$ cat src/rtl/eeprom_24cxx_master.sv
// eeprom_24cxx_master
//   Bit-serial initiator for 24Cxx-family serial EEPROMs. It performs one
//   single-byte write or one single-byte random read per req/done handshake.
//   It supports X24C01 (mode 0), 24C01..24C16 (mode 1, mode 3 aliases it)
//   and 24C65 (mode 2) addressing.
//
// Ports:
//   clk, rst     system clock, synchronous active-high reset
//   en           clock enable; when low, every register holds
//   mode         addressing mode (0/1/2, 3 treated as 1)
//   req          start a transaction (accepted in IDLE with en=1)
//   we, addr,    transaction direction, byte address and write byte,
//   wdata        all latched on accept
//   busy, done   busy between accept and done; done is a one-cycle pulse
//   nack         valid with done; an expected ACK was read high
//   rdata        read byte; updated on done for successful reads only
//   scl          push-pull serial clock
//   sda_o/sda_i  open-drain data drive (1 = released) / resolved bus level
//
// Every bus symbol lasts 4 ticks (t0..t3) of CLK_DIV enabled clocks. The
// transaction is a short list of items (START, BYTE, RECV, STOP). The items
// are indexed by idx_reg and decoded from the latched request by seq_item().
module eeprom_24cxx_master #(
  parameter int CLK_DIV = 16
) (
  input  logic        clk,
  input  logic        rst,
  input  logic        en,
  input  logic [1:0]  mode,
  input  logic        req,
  input  logic        we,
  input  logic [12:0] addr,
  input  logic [7:0]  wdata,
  output logic        busy,
  output logic        done,
  output logic        nack,
  output logic [7:0]  rdata,
  output logic        scl,
  output logic        sda_o,
  input  logic        sda_i
);

  localparam int TW = (CLK_DIV > 1) ? $clog2(CLK_DIV) : 1;
  localparam logic [TW-1:0] TICK_LAST = TW'(CLK_DIV - 1);

  localparam logic [1:0] K_START = 2'd0;
  localparam logic [1:0] K_BYTE  = 2'd1;
  localparam logic [1:0] K_RECV  = 2'd2;
  localparam logic [1:0] K_STOP  = 2'd3;

  typedef enum logic [2:0] {IDLE, START, SEND, RECV, STOP, DONE} state_t;

  // The return value is {kind, byte}. Item 0 is always the opening START.
  // Any index past the end of the list yields STOP.
  function automatic logic [9:0] seq_item(input logic [2:0] idx, input logic wr,
                                          input logic [1:0] md, input logic [12:0] a,
                                          input logic [7:0] wd);
    logic [9:0] it;
    it = {K_STOP, 8'h00};
    if (idx == 3'd0) begin
      it = {K_START, 8'h00};
    end else begin
      case ({wr, md})
        3'b100: case (idx)            // X24C01 write
          3'd1: it = {K_BYTE, a[6:0], 1'b0};
          3'd2: it = {K_BYTE, wd};
          default: ;
        endcase
        3'b101: case (idx)            // 24C01..16 write
          3'd1: it = {K_BYTE, 4'b1010, a[10:8], 1'b0};
          3'd2: it = {K_BYTE, a[7:0]};
          3'd3: it = {K_BYTE, wd};
          default: ;
        endcase
        3'b110: case (idx)            // 24C65 write
          3'd1: it = {K_BYTE, 8'hA0};
          3'd2: it = {K_BYTE, 3'b000, a[12:8]};
          3'd3: it = {K_BYTE, a[7:0]};
          3'd4: it = {K_BYTE, wd};
          default: ;
        endcase
        3'b000: case (idx)            // X24C01 read
          3'd1: it = {K_BYTE, a[6:0], 1'b1};
          3'd2: it = {K_RECV, 8'h00};
          default: ;
        endcase
        3'b001: case (idx)            // 24C01..16 random read
          3'd1: it = {K_BYTE, 4'b1010, a[10:8], 1'b0};
          3'd2: it = {K_BYTE, a[7:0]};
          3'd3: it = {K_START, 8'h00};
          3'd4: it = {K_BYTE, 4'b1010, a[10:8], 1'b1};
          3'd5: it = {K_RECV, 8'h00};
          default: ;
        endcase
        3'b010: case (idx)            // 24C65 random read
          3'd1: it = {K_BYTE, 8'hA0};
          3'd2: it = {K_BYTE, 3'b000, a[12:8]};
          3'd3: it = {K_BYTE, a[7:0]};
          3'd4: it = {K_START, 8'h00};
          3'd5: it = {K_BYTE, 8'hA1};
          3'd6: it = {K_RECV, 8'h00};
          default: ;
        endcase
        default: ;
      endcase
    end
    return it;
  endfunction

  state_t         state_reg, state_next;
  logic [TW-1:0]  tick_reg, tick_next;
  logic [1:0]     phase_reg, phase_next;
  logic [3:0]     bit_reg, bit_next;
  logic [2:0]     idx_reg, idx_next;
  logic [7:0]     shift_reg, shift_next;
  logic [7:0]     rx_reg, rx_next;
  logic           ack_reg, ack_next;
  logic           we_reg, we_next;
  logic [1:0]     mode_reg, mode_next;
  logic [12:0]    addr_reg, addr_next;
  logic [7:0]     wdata_reg, wdata_next;
  logic           nack_reg, nack_next;
  logic [7:0]     rdata_reg, rdata_next;

  logic           tick_end, sym_end, sample_pt, scl_mid;
  logic [9:0]     next_item;

  assign tick_end  = (tick_reg == TICK_LAST);
  assign sym_end   = tick_end && (phase_reg == 2'd3);
  assign sample_pt = tick_end && (phase_reg == 2'd2);   // last clock of t2
  assign scl_mid   = (phase_reg == 2'd1) || (phase_reg == 2'd2);

  assign busy  = (state_reg != IDLE) && (state_reg != DONE);
  assign done  = (state_reg == DONE);
  assign nack  = nack_reg;
  assign rdata = rdata_reg;

  always_ff @(posedge clk) begin
    if (rst) begin
      state_reg <= IDLE;
      tick_reg  <= '0;
      phase_reg <= 2'd0;
      bit_reg   <= 4'd0;
      idx_reg   <= 3'd0;
      shift_reg <= 8'h00;
      rx_reg    <= 8'h00;
      ack_reg   <= 1'b0;
      we_reg    <= 1'b0;
      mode_reg  <= 2'd0;
      addr_reg  <= 13'd0;
      wdata_reg <= 8'h00;
      nack_reg  <= 1'b0;
      rdata_reg <= 8'h00;
    end else begin
      state_reg <= state_next;
      tick_reg  <= tick_next;
      phase_reg <= phase_next;
      bit_reg   <= bit_next;
      idx_reg   <= idx_next;
      shift_reg <= shift_next;
      rx_reg    <= rx_next;
      ack_reg   <= ack_next;
      we_reg    <= we_next;
      mode_reg  <= mode_next;
      addr_reg  <= addr_next;
      wdata_reg <= wdata_next;
      nack_reg  <= nack_next;
      rdata_reg <= rdata_next;
    end
  end

  always_comb begin
    state_next = state_reg;
    tick_next  = tick_reg;
    phase_next = phase_reg;
    bit_next   = bit_reg;
    idx_next   = idx_reg;
    shift_next = shift_reg;
    rx_next    = rx_reg;
    ack_next   = ack_reg;
    we_next    = we_reg;
    mode_next  = mode_reg;
    addr_next  = addr_reg;
    wdata_next = wdata_reg;
    nack_next  = nack_reg;
    rdata_next = rdata_reg;
    scl        = 1'b1;
    sda_o      = 1'b1;
    next_item  = seq_item(idx_reg + 3'd1, we_reg, mode_reg, addr_reg, wdata_reg);

    // The bus levels are decoded from registered state only, so they hold
    // automatically while en is low.
    case (state_reg)
      START: begin
        scl   = scl_mid;
        sda_o = (phase_reg < 2'd2);
      end
      SEND: begin
        scl   = scl_mid;
        sda_o = (bit_reg == 4'd8) ? 1'b1 : shift_reg[7];  // release for ACK
      end
      RECV: scl = scl_mid;                                // bit 9 sends NACK (1)
      STOP: begin
        scl   = (phase_reg != 2'd0);
        sda_o = phase_reg[1];
      end
      default: ;
    endcase

    if (en) begin
      case (state_reg)
        IDLE: begin
          if (req) begin
            state_next = START;
            tick_next  = '0;
            phase_next = 2'd0;
            bit_next   = 4'd0;
            idx_next   = 3'd0;
            we_next    = we;
            mode_next  = (mode == 2'd3) ? 2'd1 : mode;
            addr_next  = addr;
            wdata_next = wdata;
            nack_next  = 1'b0;
          end
        end
        DONE: state_next = IDLE;
        default: begin
          tick_next = tick_end ? '0 : tick_reg + 1'b1;
          if (tick_end) phase_next = phase_reg + 2'd1;
          if (sample_pt && state_reg == SEND) ack_next = sda_i;
          if (sample_pt && state_reg == RECV && bit_reg != 4'd8)
            rx_next = {rx_reg[6:0], sda_i};
          if (sym_end) begin
            if (state_reg == STOP) begin
              state_next = DONE;
              if (!we_reg && !nack_reg) rdata_next = rx_reg;
            end else if ((state_reg == SEND || state_reg == RECV) && bit_reg != 4'd8) begin
              bit_next   = bit_reg + 4'd1;
              shift_next = {shift_reg[6:0], 1'b0};
            end else if (state_reg == SEND && ack_reg) begin
              // ACK read high: abandon the remaining items and close the bus
              state_next = STOP;
              nack_next  = 1'b1;
            end else begin
              idx_next   = idx_reg + 3'd1;
              bit_next   = 4'd0;
              shift_next = next_item[7:0];
              case (next_item[9:8])
                K_START: state_next = START;
                K_BYTE:  state_next = SEND;
                K_RECV:  state_next = RECV;
                default: state_next = STOP;
              endcase
            end
          end
        end
      endcase
    end
  end

endmodule

$ cat config.mk
export PLATFORM = sky130hd
export DESIGN_NAME = eeprom_24cxx_master
export DESIGN_NICKNAME = d
export VERILOG_FILES = /design/src/rtl/eeprom_24cxx_master.sv
export SDC_FILE = /design/constraint.sdc
export NUM_CORES = 1
export LEC_CHECK = 0
export ABC_AREA = 1
export BUFFER_PORTS_ARGS = -buffer_cell sky130_fd_sc_hd__buf_2
export CAP_MARGIN = 20
export CORE_ASPECT_RATIO = 1.5
export CORE_MARGIN = 2
export CORE_UTILIZATION = 40
export DETAILED_ROUTE_END_ITERATION = 8
export HOLD_SLACK_MARGIN = 0.08
export PLACE_DENSITY_LB_ADDON = 0.2
export SLEW_MARGIN = 20
export SYNTH_ARGS = -nofsm -noshare
export SYNTH_HDL_FRONTEND = slang
export SYNTH_SLANG_ARGS = --single-unit
$ cat constraint.sdc
create_clock -name clk -period 2.1 [get_ports clk]
set_input_delay 0.21 -clock clk [delete_from_list [all_inputs] [get_ports clk]]
set_output_delay 0.21 -clock clk [all_outputs]
set_load 0.01 [all_outputs]
---- Word level (Yosys, flattened, before mapping) ----
Index checks and enable logic that the tools add are counted.
W data, S select, Z words.
operators by class
  shifts and indexed selects .............. 0
  magnitude comparators ................... 1
  add/subtract/negate cells ............... 4
  bitwise operators ....................... 3
  $mul .................................... 0
  equality and inequality tests ........... 33
  div/mod/pow operators ................... 0
  reductions and logical operators ........ 36
  mux-type cells .......................... 44
operator list
  cell                   count
  $pmux W10 S6           2
  $pmux W10 S5           1
  $pmux W10 S2           2
  $pmux W10 S4           1
  $mux W3                10
  $pmux W10 S3           1
  $eq A3 B3 Y1 const B   8
  $mux W4                6
  $mux W8                2
  $pmux W4 S2            2
  $eq A3 B2 Y1 const B   5
  $reduce_and A7 Y1      2
  $pmux W3 S2            2
  $reduce_and A3 Y1      4
  $mux W10               1
  $reduce_and A5 Y1      2
  $eq A3 B1 Y1 const B   3
  $logic_and A1 B1 Y1    9
  $logic_not A3 Y1       3
  $pmux W3 S3            1
  $add A4 B1 Y4 const B  2
  $eq A2 B2 Y1 const B   4
  $eq A4 B4 Y1 const B   2
  $reduce_and A4 Y1      2
  other kinds (24)       44
word-level totals
  memory bits (writable) .................. 0
  bits in latches ......................... 0
  memories kept ........................... 0
  word-level logic and storage cells ...... 135
  flip-flop bits (word level) ............. 66
  output and inout port bits .............. 13
  ROM bits ................................ 0

---- Depth between registers and ports, before layout ----
Gate-level depths: netlist of the first run.
  depth after elaboration ................. 12
  gate-level depth with buffers ........... 17

---- Worst setup path after synthesis of the first run ----
OpenSTA, ideal clock, no wires.
  kind .................................... reg2reg
  start point ............................. reg idx_reg[0]
  end point ............................... reg state_reg[2]
  period minus slack after synthesis ...... 2199 ps
  cell stages (with the launch flop) ...... 14
  library setup time ...................... 125 ps
  arrival time ............................ 2074 ps
  setup slack ............................. -99 ps
  path buffers ............................ 1
  cell sequence ........................... dfxtp_1 ha_1 ha_1 nand2_1 buf_2 o21ai_0 nand3_1 a21oi_1 a31oi_1 ha_1 nor2_1 a21oi_1 o21ai_0 a21oi_1
between the ends
  cells in the longest elaborated chain, start to end .. 12
RTL lines
  what                                        line  text
  from (decl)                                 114   logic [2:0] idx_reg, idx_next;
  from (signal assigned)                      159   idx_reg <= idx_next;
  $add A3 B1 Y3 (*)                           189   next_item = seq_item(idx_reg + 3'd1, we_reg, mode_reg, addr_reg, wdata_reg);
  $eq A3 B3 Y1, or another cell as far along  95    3'b010: case (idx)
  $pmux W10 S6, or another cell as far along  95
  $pmux W10 S6                                63    case ({wr, md})
  $mux W10 (*)                                60    if (idx == 3'd0) begin
  $eq A2 B2 Y1, or another cell as far along  248   case (next_item[9:8])
  $pmux W3 S3 (*)                             248
  $mux W3 (*)                                 240   end else if (state_reg == SEND && ack_reg) begin
  $mux W3 (*)                                 237   end else if ((state_reg == SEND || state_reg == RECV) && bit_reg != 4'd8) begin
  $mux W3 (*)                                 234   if (state_reg == STOP) begin
  $mux W3 (*)                                 233   if (sym_end) begin
  $pmux W3 S2 (*)                             211   case (state_reg)
  to (signal assigned)                        155   state_reg <= state_next;
  to (decl)                                   110   state_t state_reg, state_next;
Every way passes the cells marked *; elsewhere a longest branch is shown, timed or not. The select of a mux whose other input is x is not followed.
A chain may end at the register's enable or synchronous reset.

---- Worst setup path in the final report of the first run ----
  start point ............................. reg idx_reg[1]
  end point ............................... reg state_reg[2]
Same word-level chain as after synthesis.

==> results_dict.tcl, run 1 <==
set metrics [dict create \
    root_buffer "clkbuf_16" \
    synth-edff-count 0 \
    grt_util_all_layers_pct 22.24 \
    end_kind "flop" \
    drt-initial-drc-count 194 \
    synth_cell_types 37 \
    relSlewSlack_pct 70.41 \
    fp.coreArea_mm2 0.01008 \
    nNetsFinal 763 \
    hold_class "primary input to flop" \
    grt_pass1_vias 4116 \
    die_w_um 87.01 \
    fin_hold_ws_ps 98.19 \
    routedWlPerCell_um 14.29 \
    routabilityCongestion 0.9095 \
    min_period_over_period_pct 99.62 \
    worstMarginPinSlew_ps 443.8 \
    syn_area_per_cell_um2 6.198 \
    peakVddDrop_mv 0.5415 \
    synth.largest_area_cell "dfxtp_1" \
    finalNonFillerCells 843 \
    largest_reg_flops 13 \
    fin_crit_ps 2092 \
    netlist_area_mm2 0.004134 \
    h-tree-depth 3 \
    skew_ps 8.899 \
    synth_flop_cell "dfxtp_1" \
    antenna_found_initial 0 \
    setup_slack_ps 7.937 \
    numCtsBuffers 9 \
    rsz0062_at_grt "true" \
    async_reset_ff_share_pct 0 \
    setup_viol 0 \
    top_layer_used "met4" \
    yosys-top-cells-area "dfxtp_1 32%, nand2_1 17%, nor2_1 9.3%" \
    arrival_ps 2300 \
    dp_hpwl_um 8968 \
    place.port_buffers 41 \
    grt_pass1_wl_um 19220 \
    io_pins 42 \
    yosys_register_bits 66 \
    start_kind "flop" \
    grt.overflow.total 0 \
    rows 45 \
    synthesis.nets 709 \
    setup_tns_ps 0 \
    power.leakage_nw 2.271 \
    dr_wl_met2_um 6513 \
    path_max_fanout 5 \
    routed-wl-met3_um 338 \
    grt_max_degree 50 \
    cts.reportedPaths.clkPinSlew_ps 50 \
    die_h_um 128.5 \
    vias_per_cell 5.103 \
    dpl_worst_slack_ps -13.41 \
    drc 0 \
    firstDrtPassIters 4 \
    synth_top_area_share_pct 31.96 \
    synthCells 667 \
    initial_core_util_pct 41.02 \
    routed_wl_um 12040 \
    cts_tree "yes" \
    drive_above_1_share_pct 19.42 \
    critPathKind "flop to flop" \
    place_inst 825 \
    syn2layout_area_growth_pct 20.70 \
    clk_path_buf_depth 2 \
    max_cap_violations 0 \
    worst_skew_pair.late_latency_ps 330 \
    yosysWarnings 0 \
    cts.sinks 66 \
    vias 4302 \
    finalHoldViolations 0 \
    seq_area_frac_synth_pct 31.96 \
    met1_length_um 4671 \
    powerDensity_mw_per_mm2 1263 \
    status "finished, final reports clean" \
    fmaxAchievable_mhz 478.0 \
    cp.required_ps 2310 \
    insertedDiodeCount 0 \
    slew_viol_final 0 \
    dieArea_mm2 0.01118 \
    ant_nets 0 \
]
-- placed cells by master (no fill, tap or decap), types with 4 or more instances in the layout --
| cell type | instances |
|---|---|
| nand2_4 | 5 |
| nor2_1 | 98 |
| clkbuf_16 | 9 |
| nand2_2 | 4 |
| buf_2 | 41 |
| nand2_1 | 181 |
| inv_2 | 10 |
| ha_1 | 8 |
| o21ai_1 | 4 |
| nor2_4 | 5 |
| dfxtp_1 | 64 |
| nand3_1 | 56 |
| clkbuf_8 | 5 |
| inv_1 | 67 |
| buf_4 | 22 |
| a21oi_1 | 34 |
| nor2_2 | 11 |
| nand3_2 | 6 |
| o21ai_0 | 54 |
-- critical path, stage by stage, from the launching register on --
cell and delay, ps:
dfxtp_4 360, ha_4 170, ha_4 330, nand2_4 90
o21ai_2 150, nand2_1 90, a21oi_2 110, nand2_1 60
nand2_1 80, inv_1 50, ha_2 170, nor2_2 100
a21oi_2 60, o21ai_1 130, a21oi_1 50
-- worst paths after layout --
check	slack, ps	from	depth (start not counted)	to
worst max-delay path	8	idx_reg[1]	14	state_reg[2]
worst min-delay path	100	addr[10]	3	addr_reg[10]
worst max register to register	8	idx_reg[1]	14	state_reg[2]
worst min register to register	470	rdata[0]	2	rdata[0]
-- area by class of cell --
| cell class | count | area, µm² |
|---|---|---|
| clock buffer | 15 | 297.8 |
| tap | 117 | 146.4 |
| sequential | 66 | 1326 |
| multi-input combinational | 500 | 2521 |
| inverter | 80 | 311.5 |
| fill | 1058 | 5089 |
| clock inverter | 1 | 5.005 |
| timing repair buffer | 64 | 381.6 |
-- metal layers --
metal,GRT usage (%),vias to the layer above
li1,-,2232
met1,22.28,1945
met2,41.81,93
met3,4.041,32
met4,12.68,0
met5,0,-
-- what timing repair did --
item	CTS	global route
hold buffers	0	0
resized for setup	2	33
buffers inserted	0	2
pin swaps	1	13
setup endpoints to repair	1	7
-- cell usage after synthesis, types with 2 or more instances --
cell        n
nand2_1   186
nor2_1    102
inv_1      72
dfxtp_1    66
nand3_1    58
o21ai_0    57
a21oi_1    37
ha_1       13
clkbuf_1   11
buf_2       8
inv_2       8
nor2_2      8
nand3_2     4
nor2_4      4
nand2_2     3
nand4_1     3
o22ai_1     3
buf_4       2
nand3b_1    2
o21ai_1     2
xor2_1      2
-- power by group --
part / total [mW] / internal [mW] / switching (mW) / leakage (nW)
Combinational: 3.10 / 1.07 / 2.02 / 1.58
Clock: 1.49 / 0.959 / 0.534 / 0.152
Sequential: 1.72 / 1.47 / 0.246 / 0.538
Total: 6.30 / 3.50 / 2.80 / 2.27
-- cell families (layout without fill, tap and decap cells) --
family                     after synthesis  count (layout)  share of synthesized area [%]
DFF                                     66              66                          31.96
xor gates and xnor gates                 3               3                         0.6357
adders and majority gates               13              13                          3.935
buffers and inverters                  101             160                          9.594
AOI/OAI and AO/OA                      107             107                          13.77
and+or+nand+nor                        377             377                          40.10
-- metrics by stage --
step / util (%) / instance area [µm²] / power [mW]
6_report: 49.51 / 4990 / 6.304
5_1_grt: 49.51 / 4990 / 6.787
4_1_cts: 48.33 / 4871 / 6.078
3_5_place_dp: 45.31 / 4567 / 4.569
3_3_place_gp: 45.31 / 4567 / 4.547
2_1_floorplan: - / 4154 / 3.715
No activity file was read; power rests on OpenSTA's default activity.
==> inputs of run 2 (changes only) <==
CORE_ASPECT_RATIO = 1.75   (was 1.5)
PLACE_DENSITY = 0.68   (was not set)
PLACE_DENSITY_LB_ADDON = not set   (was 0.2)
==> run 2 against run 1 <==
Clock-buffer cell count down 3. Combinational power about the same. Non-clock buffer count is 3 higher. Register-to-register slack about the same. Final area down 0.40%. Sequential power hardly changed. Clock power down 6%. Maximum frequency up 0.25%. Die area rose by 0.14%. Global-route usage up 1.6 points. Worst setup slack better by 5.3 ps. Routed wire length increased by 5.7%. Largest power group unchanged.
==> results_dict.tcl, run 2 (synthesized netlist as in run 1, its figures left out) <==
set metrics [dict create \
    syn2layout_area_growth_pct 20.22 \
    min_period_over_period_pct 99.37 \
    vias 4370 \
    grt_max_degree 39 \
    grt.overflow.total 0 \
    setup_viol 0 \
    powerDensity_mw_per_mm2 1249 \
    p_sw_mw 2.832 \
    routedWlPerCell_um 14.89 \
    clk_path_buf_depth 2 \
    h-tree-depth 3 \
    fillers 1128 \
    relSlewSlack_pct 73.13 \
    insertedDiodeCount 0 \
    peakVddDrop_mv 0.5775 \
    combPwrFrac_pct 49.8 \
    area.sequential_mm2 0.001326 \
    drt-initial-drc-count 205 \
    netSwitchingFraction_pct 45.61 \
    drive_above_1_share_pct 19.09 \
    end_kind "flop" \
    cp.required_ps 2360 \
    rsz0062_at_grt "true" \
    critPathKind "flop to flop" \
    power.leakage_nw 2.263 \
    path_max_fanout 5 \
    ant_nets 0 \
    cts.sinks 66 \
    grt_pass1_wl_um 20420 \
    vias_per_cell 5.111 \
    dieArea_mm2 0.01120 \
    slew_viol_final 0 \
    grt_util_all_layers_pct 23.81 \
    routed_wl_um 12730 \
    finalHoldViolations 0 \
    hold_buffers 0 \
    largest_reg_flops 13 \
    rows 49 \
    rr_startpoint "idx_reg[1]" \
    antenna_found_initial 0 \
    arrival_ps 2350 \
    dp_hpwl_um 9809 \
    dpl_worst_slack_ps -44.88 \
    die_h_um 138.5 \
    nNetsFinal 766 \
    die_w_um 80.85 \
    status "finished, final reports clean" \
    root_buffer "clkbuf_16" \
    place_inst 839 \
    cts_tree "yes" \
    finalNonFillerCells 855 \
    io_pins 42 \
    skew_ps 8.678 \
    worst_setup_path_startpoint "idx_reg[1]" \
    place.port_buffers 41 \
    p_clk_share_pct 22.6 \
    internal_power_mw 3.377 \
    setup_slack_ps 13.21 \
    power_frac_seq_pct 27.6 \
    worstMarginPinSlew_ps 402.5 \
    cts.reportedPaths.clkPinSlew_ps 60 \
    final_common_cell "nand2_1" \
    start_kind "flop" \
    grt_pass1_vias 4406 \
    hold_class "primary input to flop" \
    final_cell_mix "181 x nand2_1, 99 x nor2_1, 67 x inv_1, 64 x dfxtp_1, 57 x nand3_1" \
    min_from "addr[9]" \
    worst_skew_pair.late_latency_ps 340 \
    numCtsBuffers 9 \
    routabilityCongestion 0.9568 \
    firstDrtPassIters 4 \
    p_total_mw 6.209 \
    fin_crit_ps 2087 \
    multi_input_area_mm2 0.002501 \
    drc 0 \
    max_cap_violations 0 \
    fmaxAchievable_mhz 479.2 \
    r2r_setup_slack_ps 10 \
    initial_core_util_pct 40.62 \
    fp.coreArea_mm2 0.01018 \
    setup_tns_ps 0 \
]
[run 2: cell count changes in the layout (fill, tap and decap cells not counted), moves of 2 or more]
cell      before  now
buf_4         22   26
clkbuf_8       5    2
a21oi_1       34   36
a21oi_2        3    1
clkinv_2       1    3
[run 2: stage by stage]
step | hold WS (ps) | instance area (µm²) | utilization [%]
finish | 89.28 | 4970 | 48.83
global placement | 435.1 | 4609 | 45.29
floorplan | 344.9 | 4154 | -
CTS | 87.04 | 4891 | 48.06
detailed placement | 437.5 | 4609 | 45.29
global route | 108.3 | 4970 | 48.83
[run 2: per-layer routing]
layer  vias to the layer above  part of all wire (%)  global-route usage, %
li1                       2229                     -                      -
met3                        45                   3.1                  4.634
met5                         -                     0                      0
met2                        97                    55                  44.93
met4                         0                   6.2                  14.81
met1                      1999                    36                  22.14
[run 2: power by group through the flow]
| stage | Combinational, mW | Clock, mW | Sequential, mW |
|---|---|---|---|
| final | 3.09 | 1.40 | 1.71 |
| after global routing | 3.42 | 1.49 | 1.74 |
| after CTS | 2.91 | 1.42 | 1.71 |
| after detailed placement | 2.87 | 0 | 1.73 |
| after global placement | 2.85 | 0 | 1.72 |
| after floorplan | 2.08 | 0 | 1.64 |
[run 2: critical path: stages, from the launching register on]
cell and delay, ps:
dfxtp_4 360, ha_4 170, ha_4 260, nand2_4 100, nand2_4 60, inv_2 60, nand3_1 70, a21boi_1 130
a31oi_1 190, ha_2 200, nor2_2 40, a21oi_1 140, o21ai_1 80, a21oi_1 140
[run 2: layout make-up]
cell class	count	area share, %
timing repair buffer	67	8.056
clock buffer	12	5.161
sequential	66	26.69
inverter	80	6.269
tap	127	3.197
multi-input combinational	500	50.33
clock inverter	3	0.3021
[run 2: final timing paths]
check | to | depth (start not counted)
setup reg to reg | state_reg[2] | 13
setup / recovery | state_reg[2] | 13
hold / removal | addr_reg[9] | 3
hold reg to reg | rx_reg[7] | 2
[run 2: what timing repair did]
action                     4_1_cts  5_1_grt
setup endpoints to repair        1        4
resized for setup                8       21
pin swaps                        2        9
setup buffers                    0        1
==> inputs of run 3 (changes only) <==
ABC_AREA = not set   (was 1)
==> run 3 against run 2 <==
The flow now finishes with violations (negative setup slack). Critical path type unchanged. Highest routed layer unchanged. Worst hold slack improved by 24 ps. Sequential share of layout area rose by 0.36 points. Power fell by 30%. Worst setup slack got worse by 89 ps.
==> results_dict.tcl, run 3 <==
set metrics [dict create \
    status "finished, violations left" \
    violations "negative setup slack" \
    min_period_over_period_pct 103.6 \
    cts_tree "yes" \
    arrival_ps 2370 \
    end_kind "flop" \
    rows 47 \
    rsz0062_at_grt "true" \
    setup_slack_ps -75.44 \
    grt_util_all_layers_pct 22.73 \
    powerDensity_mw_per_mm2 881.3 \
    numCtsBuffers 9 \
    grt_pass1_wl_um 18690 \
    grtUsageMet2_pct 43.24 \
    syn_area_per_cell_um2 8.067 \
    design_area_mm2 0.004926 \
    setup_viol 2 \
    grt_pass1_vias 3978 \
    worst_skew_pair.late_latency_ps 340 \
    synth_flop_cell "dfxtp_1" \
    synth.largest_area_cell "dfxtp_1" \
    path_max_fanout 3 \
    netlist_top_cells_count "68 x nand2_1, 66 x dfxtp_1, 44 x nor2_1, 40 x a21oi_1, 29 x mux2i_1" \
    fin_crit_ps 2175 \
    critPathKind "flop to flop" \
    drive_above_1_share_pct 28.44 \
    synthesis.nets 511 \
    root_buffer "clkbuf_16" \
    worstMarginPinSlew_ps 529.0 \
    drc 0 \
    clk_path_buf_depth 2 \
    seq_area_frac_synth_pct 34.92 \
    netlist_area_mm2 0.003784 \
    synthCells 469 \
    start_kind "flop" \
    grt_max_degree 36 \
    die_w_um 77.52 \
    place_inst 643 \
    synth_cell_types 65 \
    fp.coreArea_mm2 0.009350 \
    place.port_buffers 41 \
    slew_viol_final 0 \
    top_usage_layer "met2" \
    yosys_register_bits 66 \
    setup_tns_ps -110.3 \
    vias 3856 \
    finalHoldViolations 0 \
    routedWlPerCell_um 17.24 \
    fin_hold_ws_ps 113.3 \
    io_pins 42 \
    power.leakage_nw 1.836 \
    dpl_worst_slack_ps -140.7 \
    cts.reportedPaths.clkPinSlew_ps 60 \
    cts.sinks 66 \
    final_util_pct 52.68 \
    synth-edff-count 0 \
    initial_core_util_pct 40.47 \
    die_h_um 132.7 \
    grt_use_met3_pct 4.980 \
    peakVddDrop_mv 0.6754 \
    antenna_found_initial 0 \
    synth_top_area_share_pct 34.92 \
    fmaxAchievable_mhz 459.7 \
    insertedDiodeCount 0 \
    ant_nets 0 \
    routabilityCongestion 0.9434 \
    fillers 888 \
    final_common_cell "nand2_1" \
    dieArea_mm2 0.01028 \
    cp.required_ps 2300 \
    syn2layout_area_growth_pct 30.19 \
    skew_ps 8.424 \
    p_total_mw 4.341 \
    nNetsFinal 582 \
    largest_reg_flops 13 \
    hold_class "primary input to flop" \
    drt-initial-drc-count 320 \
    grt.overflow.total 0 \
    placed_area_mm2 0.004382 \
    relSlewSlack_pct 64.41 \
    h-tree-depth 3 \
    firstDrtPassIters 5 \
    yosysWarnings 0 \
    async_reset_ff_share_pct 0 \
    final_cell_mix "67 x nand2_1, 61 x dfxtp_1, 45 x buf_4, 44 x nor2_1, 41 x buf_2" \
    vias_per_cell 5.781 \
    grt_use_met1_pct 22.10 \
    synth.most_common_cell "nand2_1" \
    routed_wl_um 11500 \
    max_cap_violations 0 \
    dp_hpwl_um 8172 \
    finalNonFillerCells 667 \
    yosys-top-cells-area "dfxtp_1 35%, mux2i_1 7.7%, nand2_1 6.7%" \
]
[run 3: repair_timing]
item / in CTS / in global routing
resized for setup: 15 / 24
setup buffers: 5 / 3
hold buffers: 0 / 0
pin swaps: 11 / 9
endpoints found under the hold margin: 0 / 0
setup endpoints to repair: 10 / 15
[run 3: logic make-up (layout without fill, tap and decap cells)]
logic type	Yosys count	count (layout)	share of synthesized area [%]
adder cells (fa/ha/maj)	13	13	4.299
XOR/XNOR	2	2	0.4630
multiplexers	29	29	7.672
flip-flops	66	66	34.92
AND/OR/NAND/NOR	196	196	26.59
buffers and inverters	48	124	5.159
AO/OA/AOI/OAI	115	115	20.90
[run 3: routing by layer]
layer | routed length, µm | up-vias | share of wire [%]
li1 | - | 1839 | -
met1 | 4149 | 1805 | 36
met2 | 6302 | 162 | 55
met3 | 535 | 50 | 4.7
met4 | 514 | 0 | 4.5
met5 | 0 | - | 0
[run 3: path summary, 6_finish.rpt]
path	startpoint	to	slack (ps)	cells past startpoint
setup / recovery	idx_reg[1]	state_reg[1]	-80	10
hold / removal	addr[3]	addr_reg[3]	110	3
setup reg to reg	idx_reg[1]	state_reg[1]	-80	10
hold reg to reg	addr_reg[12]	addr_reg[12]	470	2
[run 3: where the power goes]
group | switching [mW] | leakage (nW) | internal [mW] | total, mW
clock network | 0.553 | 0.156 | 1.07 | 1.62
registers | 0.158 | 0.537 | 1.34 | 1.50
logic | 0.708 | 1.14 | 0.512 | 1.22
total | 1.42 | 1.84 | 2.92 | 4.34
[run 3: layout make-up]
type / count / area, µm² / area share, %
Clock inverter: 5 / 77.57 / 1.575
Inverter: 15 / 56.30 / 1.143
Sequential cell: 66 / 1333 / 27.05
Clock buffer: 11 / 242.7 / 4.928
Timing Repair Buffer: 93 / 639.4 / 12.98
Tap cell: 122 / 152.6 / 3.099
Multi-Input combinational cell: 355 / 2425 / 49.23
[run 3: critical path, stage by stage (launching register included)]
cell       delay, ps
dfxtp_4          370
inv_2             50
ha_2             170
or3_4            390
o2bb2ai_1        140
a21oi_1          170
nor2_1            80
nor3_2           140
ha_2             300
o211ai_1         120
a211oi_2         100
